## src/rtl/tpm_response_marshaller_pkg.sv

```systemverilog
// tpm_rsp_pkg: constants, state encoding and header serialisation helper
// shared by the TPM response marshaller and its parameter buffer.
//   TPM_ST_NO_SESSIONS - tag forced onto every error response
//   TPM_RC_SUCCESS     - response code that allows a parameter body
//   TPM_RC_SIZE        - response code substituted on parameter overflow
//   RSP_HDR_BYTES      - tag(2) + responseSize(4) + responseCode(4)
package tpm_rsp_pkg;

   localparam logic [15:0] TPM_ST_NO_SESSIONS = 16'h8001;
   localparam logic [31:0] TPM_RC_SUCCESS     = 32'h0000_0000;
   localparam logic [31:0] TPM_RC_SIZE        = 32'h0000_0095;
   localparam int unsigned RSP_HDR_BYTES      = 10;

   typedef enum logic [1:0] {
      IDLE,
      HEADER,
      BODY,
      DONE
   } rspState_t;

   // Big-endian header byte at position idx (0..9).
   function automatic logic [7:0] hdrByte(
      input logic [3:0]  idx,
      input logic [15:0] tag,
      input logic [31:0] size,
      input logic [31:0] rc
   );
      logic [7:0] b;
      case (idx)
         4'd0:    b = tag[15:8];
         4'd1:    b = tag[7:0];
         4'd2:    b = size[31:24];
         4'd3:    b = size[23:16];
         4'd4:    b = size[15:8];
         4'd5:    b = size[7:0];
         4'd6:    b = rc[31:24];
         4'd7:    b = rc[23:16];
         4'd8:    b = rc[15:8];
         4'd9:    b = rc[7:0];
         default: b = 8'h00;
      endcase
      return b;
   endfunction

endpackage

```

## src/rtl/tpm_response_marshaller_if.sv

```systemverilog
// tpm_response_marshaller_if: upstream response/parameter inputs and the
// byte stream towards the TPM_IO response FIFO.
//   response_valid/response_code/command_tag - final result strobe
//   param_valid/param_data/param_ready       - parameter byte handshake
//   out_valid/out_data/out_ready/out_last    - response byte stream
// master: the environment (execution engine + TPM_IO FIFO side)
// slave : the marshaller
interface tpm_response_marshaller_if;

   logic        response_valid;
   logic [31:0] response_code;
   logic [15:0] command_tag;
   logic        param_valid;
   logic [7:0]  param_data;
   logic        param_ready;
   logic        out_valid;
   logic [7:0]  out_data;
   logic        out_ready;
   logic        out_last;

   modport master (
      output response_valid, response_code, command_tag,
      output param_valid, param_data, out_ready,
      input  param_ready, out_valid, out_data, out_last
   );

   modport slave (
      input  response_valid, response_code, command_tag,
      input  param_valid, param_data, out_ready,
      output param_ready, out_valid, out_data, out_last
   );

endinterface

```

## src/rtl/tpm_response_marshaller_buffer.sv

```systemverilog
// tpm_rsp_buffer: simple dual-port parameter RAM, DEPTH x 8.
//   clock         - write and read clock
//   wrEn/wrAddr/wrData - synchronous write port
//   rdEn/rdAddr   - read request; rdData updates on the next edge and holds
//                   while rdEn is low
// Contents are not reset.
module tpm_rsp_buffer #(
   parameter int unsigned DEPTH = 64,
   parameter int unsigned AW    = $clog2(DEPTH)
) (
   input  logic          clock,
   input  logic          wrEn,
   input  logic [AW-1:0] wrAddr,
   input  logic [7:0]    wrData,
   input  logic          rdEn,
   input  logic [AW-1:0] rdAddr,
   output logic [7:0]    rdData
);

   logic [7:0] mem [DEPTH];

   always_ff @(posedge clock) begin
      if (wrEn) mem[wrAddr] <= wrData;
      if (rdEn) rdData <= mem[rdAddr];
   end

endmodule

```

## src/rtl/tpm_response_marshaller.sv

```systemverilog
// tpm_response_marshaller: buffers response parameter bytes, then emits the
// big-endian TPM response (tag, responseSize, responseCode, parameters) one
// byte at a time.
//   clock, reset  - rising-edge clock, asynchronous active-high reset
//   bus           - slave side of tpm_response_marshaller_if
//   response_size - size of the response in flight, held until the next one
//   busy          - any state other than IDLE
//   resp_done     - one-cycle pulse after the last byte transfers
//   resp_dropped  - response_valid seen while busy (ignored)
module tpm_response_marshaller
   import tpm_rsp_pkg::*;
#(
   parameter int unsigned MAX_PARAM_BYTES = 64,
   parameter int unsigned CNT_W           = $clog2(MAX_PARAM_BYTES + 1)
) (
   input  logic                          clock,
   input  logic                          reset,
   tpm_response_marshaller_if.slave      bus,
   output logic [31:0]                   response_size,
   output logic                          busy,
   output logic                          resp_done,
   output logic                          resp_dropped
);

   localparam int unsigned      AW   = $clog2(MAX_PARAM_BYTES);
   localparam logic [CNT_W-1:0] FULL = CNT_W'(MAX_PARAM_BYTES);

   rspState_t        state, stateNext;
   logic [CNT_W-1:0] count, bodyLen, rdPtr;
   logic             overflow, primed;
   logic [3:0]       hdrIdx;
   logic [31:0]      rcEff;
   logic [15:0]      tagEff;

   logic             full, wrEn, xfer, hdrLastIdx, bodyLastByte, rdEn;
   logic [CNT_W-1:0] countUpd, bodyLenNew;
   logic             overflowUpd;
   logic [31:0]      rcNew;
   logic [AW-1:0]    rdAddr;
   logic [7:0]       rdData;

   // ---------------- write side / latch values ----------------
   // A byte arriving together with response_valid is counted (or flagged as
   // overflow) before the response fields are latched.
   always_comb begin
      full         = (count == FULL);
      wrEn         = (state == IDLE) && bus.param_valid && !full;
      countUpd     = count + CNT_W'(wrEn);
      overflowUpd  = overflow | ((state == IDLE) & bus.param_valid & full);
      rcNew        = overflowUpd ? TPM_RC_SIZE : bus.response_code;
      bodyLenNew   = (rcNew != TPM_RC_SUCCESS) ? '0 : countUpd;
      xfer         = bus.out_valid & bus.out_ready;
      hdrLastIdx   = (hdrIdx == 4'(RSP_HDR_BYTES - 1));
      bodyLastByte = (rdPtr == bodyLen - CNT_W'(1));
   end

   // ---------------- read side ----------------
   // rdPtr is the byte currently presented. The first BODY cycle fetches
   // byte 0; afterwards the next byte is fetched only on a transfer, so
   // rdData (and out_data) holds through a stall.
   always_comb begin
      rdEn   = (state == BODY) && (!primed || (bus.out_ready && !bodyLastByte));
      rdAddr = AW'(primed ? rdPtr + CNT_W'(1) : rdPtr);
   end

   tpm_rsp_buffer #(
      .DEPTH (MAX_PARAM_BYTES),
      .AW    (AW)
   ) uBuffer (
      .clock  (clock),
      .wrEn   (wrEn),
      .wrAddr (AW'(count)),
      .wrData (bus.param_data),
      .rdEn   (rdEn),
      .rdAddr (rdAddr),
      .rdData (rdData)
   );

   // ---------------- FSM: state register ----------------
   always_ff @(posedge clock or posedge reset) begin
      if (reset) state <= IDLE;
      else       state <= stateNext;
   end

   // ---------------- FSM: next state ----------------
   always_comb begin
      stateNext = state;
      case (state)
         IDLE:    if (bus.response_valid) stateNext = HEADER;
         HEADER:  if (xfer && hdrLastIdx) stateNext = (bodyLen != '0) ? BODY : DONE;
         BODY:    if (xfer && bodyLastByte) stateNext = DONE;
         DONE:    stateNext = IDLE;
         default: stateNext = IDLE;
      endcase
   end

   // ---------------- FSM: outputs ----------------
   always_comb begin
      bus.param_ready = 1'b0;
      bus.out_valid   = 1'b0;
      bus.out_data    = '0;
      bus.out_last    = 1'b0;
      busy            = (state != IDLE);
      resp_done       = 1'b0;
      resp_dropped    = bus.response_valid && (state != IDLE);
      case (state)
         IDLE: bus.param_ready = 1'b1;
         HEADER: begin
            bus.out_valid = 1'b1;
            bus.out_data  = hdrByte(hdrIdx, tagEff, response_size, rcEff);
            bus.out_last  = hdrLastIdx && (bodyLen == '0);
         end
         BODY: begin
            bus.out_valid = primed;
            bus.out_data  = primed ? rdData : '0;
            bus.out_last  = primed && bodyLastByte;
         end
         DONE: resp_done = 1'b1;
         default: ;
      endcase
   end

   // ---------------- datapath registers ----------------
   always_ff @(posedge clock or posedge reset) begin
      if (reset) begin
         count         <= '0;
         overflow      <= 1'b0;
         rcEff         <= '0;
         tagEff        <= '0;
         bodyLen       <= '0;
         response_size <= '0;
         hdrIdx        <= '0;
         rdPtr         <= '0;
         primed        <= 1'b0;
      end else begin
         case (state)
            IDLE: begin
               count    <= countUpd;
               overflow <= overflowUpd;
               if (bus.response_valid) begin
                  rcEff         <= rcNew;
                  tagEff        <= (rcNew != TPM_RC_SUCCESS) ? TPM_ST_NO_SESSIONS
                                                             : bus.command_tag;
                  bodyLen       <= bodyLenNew;
                  response_size <= 32'(RSP_HDR_BYTES) + {{(32-CNT_W){1'b0}}, bodyLenNew};
                  hdrIdx        <= '0;
               end
            end
            HEADER: begin
               if (xfer) hdrIdx <= hdrIdx + 4'd1;
               rdPtr  <= '0;
               primed <= 1'b0;
            end
            BODY: begin
               primed <= 1'b1;
               if (xfer) rdPtr <= rdPtr + CNT_W'(1);
            end
            DONE: begin
               count    <= '0;
               overflow <= 1'b0;
            end
            default: ;
         endcase
      end
   end

endmodule

```

## src/flat_wrapper.sv

```systemverilog
// flat-port wrapper written by rule: the top's interface ports become plain ports
module tpm_response_marshaller_flat import tpm_rsp_pkg::*;
#(
   parameter int unsigned MAX_PARAM_BYTES = 64,
   parameter int unsigned CNT_W           = $clog2(MAX_PARAM_BYTES + 1)
)
  (clock, reset, response_size, busy, resp_done, resp_dropped, bus_response_valid, bus_response_code, bus_command_tag, bus_param_valid, bus_param_data, bus_out_ready, bus_param_ready, bus_out_valid, bus_out_data, bus_out_last);
  tpm_response_marshaller_if bus_i ();
  input  logic clock;
  input  logic reset;
  output logic [31:0] response_size;
  output logic busy;
  output logic resp_done;
  output logic resp_dropped;
  input wire logic [$bits(bus_i.response_valid)-1:0] bus_response_valid;
  input wire logic [$bits(bus_i.response_code)-1:0] bus_response_code;
  input wire logic [$bits(bus_i.command_tag)-1:0] bus_command_tag;
  input wire logic [$bits(bus_i.param_valid)-1:0] bus_param_valid;
  input wire logic [$bits(bus_i.param_data)-1:0] bus_param_data;
  input wire logic [$bits(bus_i.out_ready)-1:0] bus_out_ready;
  output wire logic [$bits(bus_i.param_ready)-1:0] bus_param_ready;
  output wire logic [$bits(bus_i.out_valid)-1:0] bus_out_valid;
  output wire logic [$bits(bus_i.out_data)-1:0] bus_out_data;
  output wire logic [$bits(bus_i.out_last)-1:0] bus_out_last;
  assign bus_i.response_valid = bus_response_valid;
  assign bus_i.response_code = bus_response_code;
  assign bus_i.command_tag = bus_command_tag;
  assign bus_i.param_valid = bus_param_valid;
  assign bus_i.param_data = bus_param_data;
  assign bus_i.out_ready = bus_out_ready;
  assign bus_param_ready = bus_i.param_ready;
  assign bus_out_valid = bus_i.out_valid;
  assign bus_out_data = bus_i.out_data;
  assign bus_out_last = bus_i.out_last;
  tpm_response_marshaller #(.MAX_PARAM_BYTES(MAX_PARAM_BYTES), .CNT_W(CNT_W)) u_core (.clock(clock), .reset(reset), .bus(bus_i), .response_size(response_size), .busy(busy), .resp_done(resp_done), .resp_dropped(resp_dropped));
endmodule
```

## config.mk

```make
export PLATFORM = sky130hd
export DESIGN_NAME = tpm_response_marshaller_flat
export DESIGN_NICKNAME = d
export VERILOG_FILES = /design/src/rtl/tpm_response_marshaller_pkg.sv /design/src/rtl/tpm_response_marshaller_if.sv /design/src/rtl/tpm_response_marshaller_buffer.sv /design/src/rtl/tpm_response_marshaller.sv /design/src/flat_wrapper.sv
export SDC_FILE = /design/constraint.sdc
export NUM_CORES = 1
export LEC_CHECK = 0
export ABC_AREA = 0
export BUFFER_PORTS_ARGS = -buffer_cell sky130_fd_sc_hd__buf_2
export CAP_MARGIN = 0
export CORE_MARGIN = 2
export CORE_UTILIZATION = 56
export DETAILED_ROUTE_END_ITERATION = 6
export PLACE_DENSITY = 0.86
export SLEW_MARGIN = 10
export SYNTH_ARGS = -nofsm -noshare
export SYNTH_HDL_FRONTEND = slang
export SYNTH_SLANG_ARGS = --single-unit
```

## constraint.sdc

```tcl
create_clock -name clock -period 2.8 [get_ports clock]
set_input_delay 0.56 -clock clock [delete_from_list [all_inputs] [get_ports clock]]
set_output_delay 0.56 -clock clock [all_outputs]
set_load 0.01 [all_outputs]
```

==> results.yml, run 1 <==
outcome:
  status: "complete, but fails checks"
  failed_checks: "design-rule violations, negative setup slack"
power_and_ir_drop:
  powerDensity_nw_per_um2: 829.6
  power_frac_clock: 0.298
  p_switching_mw: 7.825
  ir_drop_mv: 0.5140
  swShare: 0.2981
  intPower_mw: 18.42
  power_frac_seq: 0.401
  pwr-share-comb: 0.300
  leakage_nw: 11.01
logic_synthesis:
  synth_top_family_by_area: "multiplexers"
  synthSimpleGateAreaFrac: 0.06395
  syn_inst: 1641
  synthXorXnorAreaFrac: 0.008279
  synth-compound-area-share: 0.06219
  synth_top_area_frac: 0.5938
  synth_area_leaders: "edfxtp_1, mux4_2, dfrtp_1"
  synth_top_area_cell: "edfxtp_1"
  synth_seq_area_share: 0.6738
  postSynth.asyncResetShare: 0.1391
  synth_edf_count: 520
  synthAdderAreaFrac: 0.006662
  avgSynthCellArea_um2: 16.02
  syn_area_um2: 26300
  ys_types: 67
  ys_seq_elements: 604
  synth_ff_type: "edfxtp_1"
  synth_mux_area_frac: 0.1581
  ys_warn_count: 0
min_path:
  hp-class: "in2async"
sta:
  min_period_ps: 3038
  fmax_mhz: 329.1
  setup_ws_ps: -238.3
  post-route-period-util: 1.085
  hold_viol: 0
  worst_pin_slew_ps: 1071
  fin_skew_ps: 20.44
  report.final.slew_viol_count: 0
  relSlewSlack: 0.2857
  setup_viol: 17
  rsz0062_at_grt: "true"
floorplanning:
  io_pins: 107
  die_w_um: 220.7
  std_cell_rows: 79
  core_area_um2: 46460
  dieArea_um2: 48700
  die_h_um: 220.7
  initial_core_util: 0.5660
critical_path:
  path_cells: "buf_4 > xor2_4 > a211oi_2 > o22a_1 > nor3_2 > a22oi_2 > nor2b_1 > buf_2"
  startpoint_type: "flop"
  cpPeakStageDelay_ps: 380
  r2r_slack_ps: -200
  cp_max_fo: 10
  arrival_ps: 2480
  rr_worst_depth: 9
  r2r_start: "u_core.rdPtr[1]"
  path_class: "reg2out"
  crit_path_end_kind: "primary output"
  path_delay_family: "compound AO/OA/AOI/OAI gates"
  critPathRequiredTime_ps: 2240
  worst-path-buf-inv: 2
  cp_slowest_cell: "dfrtp_1"
  timing.rr.end: "u_core.uBuffer.rdData[6]"
global_route:
  grt_max_degree: 65
  antenna_found_initial: 1
  grt_pass1_vias: 16980
  grt-ovfl-total: 0
  grt_pass1_wl_mm: 107.1
  grt_usage: 0.3006
clock_network:
  numCtsBuffers: 58
  cts_sinks: 604
  clk_path_buf_depth: 3
  clk_latency_ps: 620
  ctsHoldBuffers: 0
  cts_max_level: 2
  cts.clk_slew.worst_paths_ps: 70
  cts_tree: "yes"
  clockRootBuffer: "clkbuf_16"
finish:
  fin_area_um2: 31640
  drive_above_1_share: 0.3316
  fin_nets: 1972
  antenna_cells: 0
  final_cells: 2549
  final_common_cell: "edfxtp_1"
  area_growth_pct: 20.31
  final_cell_mix: "edfxtp_1, buf_4, nand2_1"
place:
  placed_cell_area_um2: 28470
  port_buffers: 82
  post-place-cells: 2397
  hpwlAfterDp_mm: 43.02
  globalplace.congestion: 0.9597
route:
  drc: 8
  vias: 17550
  avgViaCountPerCell: 6.883
  ant_nets: 0
  dr.pass1.iters: 7
  drt_iter0_markers: 2854
  wl_mm: 75.44
  wl_per_cell_um: 29.59
flow_run:
  drv_cap: 0
-- repair_timing --
| item | 4_1_cts | 5_1_grt |
|---|---|---|
| cloned | 6 | 5 |
| setup endpoints to repair | 15 | 21 |
| resized for setup | 86 | 69 |
| pin swaps | 36 | 28 |
| buffers inserted | 19 | 19 |
-- worst max path at each step --
stage | end | slack (ps) | depth (start not counted) | start
5_1_grt | bus_out_last | -320 | 8 | u_core.rdPtr[4]
4_1_cts | bus_out_last | -150 | 8 | u_core.bodyLen[1]
2_1_floorplan | u_core.bodyLen[0] | 70 | 1 | reset
6_report | bus_out_last | -240 | 8 | u_core.rdPtr[4]
3_5_place_dp | u_core.uBuffer.rdData[2] | -210 | 9 | u_core.rdPtr[0]
3_3_place_gp | u_core.uBuffer.rdData[2] | -180 | 9 | u_core.rdPtr[0]
-- cell usage after synthesis, types with 4 or more instances --
cell,instances
a221oi_1,11
mux4_2,135
ha_1,14
nor2b_1,7
a222oi_1,7
o22ai_1,15
nand2_1,164
a41o_1,6
nor4_1,8
xnor2_1,10
and2_1,5
mux2i_1,106
buf_2,31
nand3b_1,6
inv_1,15
a22o_1,11
a22oi_1,47
and3_1,4
o21ai_0,68
a41oi_1,8
a21oi_1,20
mux2_2,4
buf_4,36
nand3_1,37
edfxtp_1,520
nor3_1,13
a31oi_1,4
xor2_1,13
a211oi_1,8
nand4_1,5
a21boi_0,7
buf_1,5
nor3_2,7
clkbuf_1,54
dfrtp_1,84
nor2_1,102
-- sequential cells by signal, summed over array words and instances (netlist names) --
register               count
u_core.rdPtr               7
u_core.bodyLen             7
u_core.overflow            1
u_core.count               7
u_core.hdrIdx              4
u_core.tagEff             16
u_core.state               2
u_core.primed              1
u_core.uBuffer.mem       512
u_core.uBuffer.rdData      8
u_core.rcEff              32
u_core.response_size       7
-- layout make-up --
| cell class | count | area (µm²) |
|---|---|---|
| clock buffer | 75 | 1609 |
| sequential | 604 | 17730 |
| timing repair buffer | 299 | 2648 |
| inverter | 16 | 63.81 |
| tap | 607 | 759.5 |
| clock inverter | 30 | 252.7 |
| multi-input combinational | 918 | 8574 |
| fill | 2765 | 14820 |
-- layer usage --
layer | GRT usage | wire length, µm | share of wire | vias to the layer above
met3 | 0.06034 | 9152 | 0.12 | 329
met2 | 0.4906 | 36110 | 0.48 | 1576
met4 | 0.1469 | 4481 | 0.059 | 2
li1 | - | - | - | 6945
met1 | 0.3894 | 25670 | 0.34 | 8693
met5 | 0 | 17 | 0.00023 | -
-- power groups by stage --
stage,logic (mW),clock network [mW],registers (mW)
floorplan,4.15,0,10.5
global route,8.25,8.20,10.5
CTS,6.83,7.78,10.5
global placement,6.02,0,10.6
detailed placement,6.19,0,10.7
finish,7.88,7.83,10.5
-- through the flow --
stage | power [mW] | hold slack [ps] | setup slack [ps] | setup TNS, ps | util
after floorplan | 14.69 | 434.8 | 74.86 | 0 | -
after global placement | 16.66 | 449.2 | -177.7 | -517.4 | 0.6129
after detailed placement | 16.86 | 457.4 | -211.7 | -653.4 | 0.6129
after CTS | 25.11 | 108.6 | -152.3 | -918.2 | 0.6678
after global routing | 26.99 | 159.4 | -321.2 | -2591 | 0.6810
final | 26.25 | 89.52 | -238.3 | -2042 | 0.6810
-- kinds of logic (layout without fill, tap and decap cells) --
logic type,Yosys count,after routing
flops,604,604
simple gates,373,373
mux,246,246
compound gates,237,237
buf+inv,142,420
xor+xnor,24,24
fa+ha+maj,14,14
other cells,1,24
-- worst reg2reg max path, delay by kind of cell (launching register included) --
kind,cells,cell delay (ps)
mux,2,540
compound gates,3,870
flops,1,530
buf+inv,3,530
fa+ha+maj,1,280
Power figures use the tool's default switching activity.
==> run 2, diff against run 1 <==
--- a/config.mk
+++ b/config.mk
@@ -11,8 +11,10 @@
 export CORE_MARGIN = 2
 export CORE_UTILIZATION = 56
 export DETAILED_ROUTE_END_ITERATION = 6
+export HOLD_SLACK_MARGIN = 0.12
 export PLACE_DENSITY = 0.86
 export SLEW_MARGIN = 10
 export SYNTH_ARGS = -nofsm -noshare
 export SYNTH_HDL_FRONTEND = slang
+export SYNTH_HIERARCHICAL = 1
 export SYNTH_SLANG_ARGS = --single-unit
==> results.yml, run 2 <==
outcome:
  status: "complete, but fails checks"
  failed_checks: "negative setup slack"
clock_network:
  clk_path_buf_depth: 3
  numCtsBuffers: 55
  cts.clk_slew.worst_paths_ps: 60
  clk_latency_ps: 640
  cts_max_level: 2
  cts_sinks: 604
  cts_tree: "yes"
  clockRootBuffer: "clkbuf_16"
place:
  globalplace.congestion: 0.9529
  port_buffers: 82
  post-place-cells: 2250
  hpwlAfterDp_mm: 39.56
logic_synthesis:
  synth_seq_area_share: 0.7011
  ys_types: 74
  synth_ff_type: "edfxtp_1"
  syn_area_um2: 25270
  synth_area_leaders: "edfxtp_1, mux4_2, dfrtp_1"
  synth_top_area_cell: "edfxtp_1"
  synth_top_area_frac: 0.6179
  postSynth.asyncResetShare: 0.1391
  syn_inst: 1501
  synth_edf_count: 520
  synth_commonest_cells: "edfxtp_1, nand2_1, mux4_2"
  avgSynthCellArea_um2: 16.84
  ys_warn_count: 6
  post-synth-top-count-cell: "edfxtp_1"
  ys_seq_elements: 604
route:
  drt_iter0_markers: 2530
  drc: 0
  wl_mm: 68.68
  wl_per_cell_um: 28.57
  dr.pass1.iters: 6
  ant_nets: 0
  avgViaCountPerCell: 6.568
  vias: 15790
sta:
  min_period_ps: 3173
  worst_pin_slew_ps: 1241
  setup_viol: 14
  relSlewSlack: 0.1727
  hold-worst-slack_ps: 155.9
  fmax_mhz: 315.2
  post-route-period-util: 1.133
  setup_ws_ps: -372.9
  fin_tns_setup_ps: -3047
  report.final.slew_viol_count: 0
  fin_skew_ps: 46.81
  rsz0062_at_grt: "true"
  hold_viol: 0
floorplanning:
  core_area_um2: 44410
  dieArea_um2: 46840
  std_cell_rows: 77
  initial_core_util: 0.5690
  die_h_um: 216.4
  io_pins: 107
  die_w_um: 216.4
finish:
  fillCellCount: 2636
  fin_nets: 1842
  utilization: 0.6794
  largest_registers: "u_core/uBuffer/mem (512), u_core/rcEff (32), u_core/tagEff (16)"
  final_common_cell: "edfxtp_1"
  drive_above_1_share: 0.3385
  final_cell_mix: "edfxtp_1, buf_4, nand2_1"
  area_growth_pct: 19.40
  regMostFlops: "u_core/uBuffer/mem"
  final_cells: 2404
  largest_reg_flops: 512
critical_path:
  startpoint_type: "flop"
  r2r_slack_ps: -90
  crit_path_start: "u_core/hdrIdx[1]"
  r2r_start: "u_core/rdPtr[1]"
  cp_max_fo: 4
  rr_worst_depth: 11
  critPathRequiredTime_ps: 2240
  arrival_ps: 2610
  path_class: "reg2out"
  timing.rr.end: "u_core/uBuffer/rdData[6]"
  crit_path_end_kind: "primary output"
  crit_path_end: "bus_out_data[0]"
global_route:
  gr-usage-met1: 0.3665
  grt_pass1_vias: 15520
  grt_max_degree: 65
  use_met2: 0.4538
  grtUsageMet3: 0.06498
  antenna_found_initial: 1
  grt_pass1_wl_mm: 97.46
  busiest_layer: "met2"
  grt-ovfl-total: 0
  grt_usage: 0.2803
power_and_ir_drop:
  ir_drop_mv: 0.6087
  powerDensity_nw_per_um2: 795.8
  leakage_nw: 10.37
  finalPower_mw: 24.01
min_path:
  hp-class: "in2reg"
flow_run:
  drv_cap: 0
[run 2: kinds of logic (layout without fill, tap and decap cells)]
family	count (synthesis)	in the layout	share of synthesized area
buf+inv	125	411	0.02792
flops	604	604	0.7011
simple gates	353	353	0.06461
xor+xnor	25	25	0.008664
mux	171	172	0.1312
fa+ha+maj	15	15	0.007426
compound gates	207	207	0.05902
other cells	1	25	0.0001484
[run 2: layout make-up]
type                            count  area (µm²)  share of cell area
Clock buffer                       64        1410             0.04673
Antenna cell                        1       2.502          0.00008293
Clock inverter                     38       391.6             0.01298
Timing Repair Buffer              299        2407             0.07978
Sequential cell                   604       17720              0.5873
Multi-Input combinational cell    796        7458              0.2472
Tap cell                          592       740.7             0.02455
Inverter                           10       43.79            0.001451
[run 2: worst min-delay path by stage]
stage                     cells past startpoint                from  slack, ps               end
final                                         2  bus_command_tag[2]        160  u_core/tagEff[2]
after global routing                          2  bus_command_tag[5]        150  u_core/tagEff[5]
after CTS                                     2  bus_command_tag[4]        130  u_core/tagEff[4]
after detailed placement                      2     u_core/rcEff[4]        460   u_core/rcEff[4]
after global placement                        2     u_core/rcEff[4]        450   u_core/rcEff[4]
after floorplan                               2     u_core/rcEff[4]        440   u_core/rcEff[4]
[run 2: critical path: stages (launching register included)]
cell,delay [ps]
dfrtp_2,440
buf_6,140
ha_4,160
buf_6,120
a222oi_1,340
a211oi_1,150
a221oi_1,270
o21ai_1,100
and2_4,170
buf_6,110
[run 2: report_power, final]
group | leakage, nW | switching [mW] | internal [mW]
Clock | 0.876 | 3.34 | 4.19
Sequential | 5.77 | 0.310 | 10.2
Combinational | 3.72 | 3.18 | 2.79
Total | 10.4 | 6.83 | 17.2
[run 2: per-stage QoR]
stage	worst slack (ps)	area, µm²
CTS	-334.8	29410
global route	-556.3	30170
detailed placement	-107.9	27300
floorplan	74.86	25360
finish	-372.9	30180
global placement	-57.71	27300
[run 2: repair_timing]
action | in CTS | in global routing
setup endpoints to repair | 17 | 105
cloned | 1 | 4
setup buffers | 11 | 35
pin swaps | 8 | 21
endpoints found under the hold margin | 37 | 0
hold buffers | 1 | 0
gates resized for setup | 38 | 92
[run 2: layer usage]
layer	part of all wire	vias up	wire, µm
met5	0	-	0
met4	0.056	0	3847
met3	0.11	257	7683
met2	0.48	1244	33190
met1	0.35	7873	23960
li1	-	6416	-
==> run 3, diff against run 2 <==
--- a/config.mk
+++ b/config.mk
@@ -8,8 +8,10 @@
 export ABC_AREA = 0
 export BUFFER_PORTS_ARGS = -buffer_cell sky130_fd_sc_hd__buf_2
 export CAP_MARGIN = 0
+export CELL_PAD_IN_SITES_DETAIL_PLACEMENT = 1
+export CELL_PAD_IN_SITES_GLOBAL_PLACEMENT = 2
 export CORE_MARGIN = 2
-export CORE_UTILIZATION = 56
+export CORE_UTILIZATION = 42
 export DETAILED_ROUTE_END_ITERATION = 6
 export HOLD_SLACK_MARGIN = 0.12
 export PLACE_DENSITY = 0.86
==> results.yml, run 3 (synthesized netlist as in run 2, its figures left out) <==
finish:
  area_growth_pct: 23.44
  regMostFlops: "u_core/uBuffer/mem"
  final_common_cell: "edfxtp_1"
  regArea_um2: 17720
  multi_input_area_um2: 7605
  largest_registers: "u_core/uBuffer/mem (512), u_core/rcEff (32), u_core/tagEff (16)"
  final_cell_mix: "edfxtp_1, buf_4, nand2_1"
  fillCellCount: 5503
  fin_nets: 1871
  drive_above_1_share: 0.3653
  antenna_cells: 0
  final_cells: 2618
  largest_reg_flops: 512
global_route:
  grt_pass1_wl_mm: 103.8
  grt-ovfl-total: 0
  grt_pass1_vias: 15960
  grt_usage: 0.2220
  antenna_found_initial: 0
  grt_max_degree: 85
critical_path:
  critPathRequiredTime_ps: 2240
  cp_max_fo: 15
  rr_worst_depth: 10
  cpPeakStageDelay_ps: 540
  crit_path_end_kind: "primary output"
  path_cells: "buf_4 > and3b_2 > a221oi_1 > o21ai_1 > and2_4 > buf_6"
  arrival_ps: 2560
  path_delay_family: "flip-flops"
  crit_cells: 6
  cp_slowest_cell: "dfrtp_1"
  startpoint_type: "flop"
  path_class: "reg2out"
  worst-path-buf-inv: 2
sta:
  fin_skew_ps: 59.62
  relSlewSlack: 0.4882
  setup_viol: 16
  worst_pin_slew_ps: 767.6
  report.final.slew_viol_count: 0
  fmax_mhz: 320.2
  post-route-period-util: 1.116
  setup_ws_ps: -323.5
  min_period_ps: 3123
  hold-worst-slack_ps: 156.1
  rsz0062_at_grt: "true"
  hold_viol: 0
clock_network:
  cts.clk_slew.worst_paths_ps: 60
  clockRootBuffer: "clkbuf_16"
  cts_tree: "yes"
  clk_latency_ps: 660
  cts_sinks: 604
  cts_max_level: 2
  numCtsBuffers: 60
  clk_path_buf_depth: 3
floorplanning:
  die_w_um: 249.3
  initial_core_util: 0.4266
  die_h_um: 249.3
  dieArea_um2: 62150
  core_area_um2: 59240
  std_cell_rows: 89
  io_pins: 107
route:
  drt_iter0_markers: 1506
  wl_per_cell_um: 27.85
  ant_nets: 0
  avgViaCountPerCell: 5.833
  wl_mm: 72.90
  dr.pass1.iters: 5
  vias: 15270
  drc: 0
power_and_ir_drop:
  leakage_nw: 10.69
  powerDensity_nw_per_um2: 807.6
  swShare: 0.2828
  power_frac_seq: 0.418
  pwr-share-comb: 0.244
  intPower_mw: 18.07
  p_switching_mw: 7.125
  power_frac_clock: 0.338
  ir_drop_mv: 0.7992
outcome:
  failed_checks: "negative setup slack"
  status: "complete, but fails checks"
place:
  globalplace.congestion: 0.9283
  port_buffers: 82
  post-place-cells: 2448
  hpwlAfterDp_mm: 45.44
  place_ws_ps: -440.9
min_path:
  hold-path-cell-count: 2
  hp-class: "in2reg"
flow_run:
  drv_cap: 0
==> run 3: final cells by class <==
type                       count  share of cell area
sequential                   604              0.5681
multi-input combinational    795              0.2438
inverter                      10            0.001324
timing repair buffer         324             0.08900
tap                          773             0.03100
clock inverter                44             0.01769
clock buffer                  68             0.04909
==> run 3: path summary, 6_finish.rpt <==
path                                     start                        to  slack [ps]
max                           u_core/hdrIdx[2]           bus_out_data[0]        -320
min                        bus_command_tag[11]         u_core/tagEff[11]         160
max reg2reg                    u_core/rdPtr[0]  u_core/uBuffer/rdData[2]        -110
min reg2reg                   u_core/rcEff[31]          u_core/rcEff[31]         500
max in group asynchronous                reset          u_core/rcEff[11]        1820
min in group asynchronous                reset          u_core/hdrIdx[0]         590
==> run 3: timing repair <==
| action | in CTS | in global routing |
|---|---|---|
| cloned | 1 | 7 |
| hold endpoints to repair | 84 | 0 |
| pin swaps | 23 | 25 |
| hold buffers | 1 | 0 |
| setup buffers | 38 | 14 |
| gates resized for setup | 95 | 73 |
| setup endpoints to repair | 17 | 20 |
==> run 3: worst reg2reg max path, cell delays in order, from the launching register on <==
cell and delay, ps:
dfrtp_1 400, buf_6 130, ha_4 230, mux2_4 380, buf_12 190, clkbuf_16 180, mux4_2 310, mux4_2 540
nor2_2 120, nor3_1 50, o2bb2ai_1 140
==> run 3: routing by layer <==
layer  track usage  vias to the layer above  share of wire
met5             0                        -              0
met4       0.07453                        0          0.027
met3       0.02926                      110          0.062
met2        0.3651                      621           0.50
met1        0.3071                     8077           0.41
li1              -                     6464              -
==> run 3: through the flow <==
step	utilization	total power [mW]	instance area [µm²]	TNS, ps
final	0.5266	25.19	31190	-2881
after global routing	0.5266	26.03	31190	-3901
after detailed placement	0.4683	15.91	27740	-2638
after floorplan	-	14.01	25360	0
after global placement	0.4683	15.70	27740	-2250
after CTS	0.5164	24.92	30590	-2578
==> run 3: power by group through the flow <==
| stage | logic [mW] | clock network (mW) | registers (mW) |
|---|---|---|---|
| detailed placement | 5.23 | 0 | 10.7 |
| global placement | 5.03 | 0 | 10.7 |
| floorplan | 3.44 | 0 | 10.6 |
| global route | 6.52 | 8.96 | 10.5 |
| CTS | 5.80 | 8.61 | 10.5 |
| finish | 6.15 | 8.53 | 10.5 |
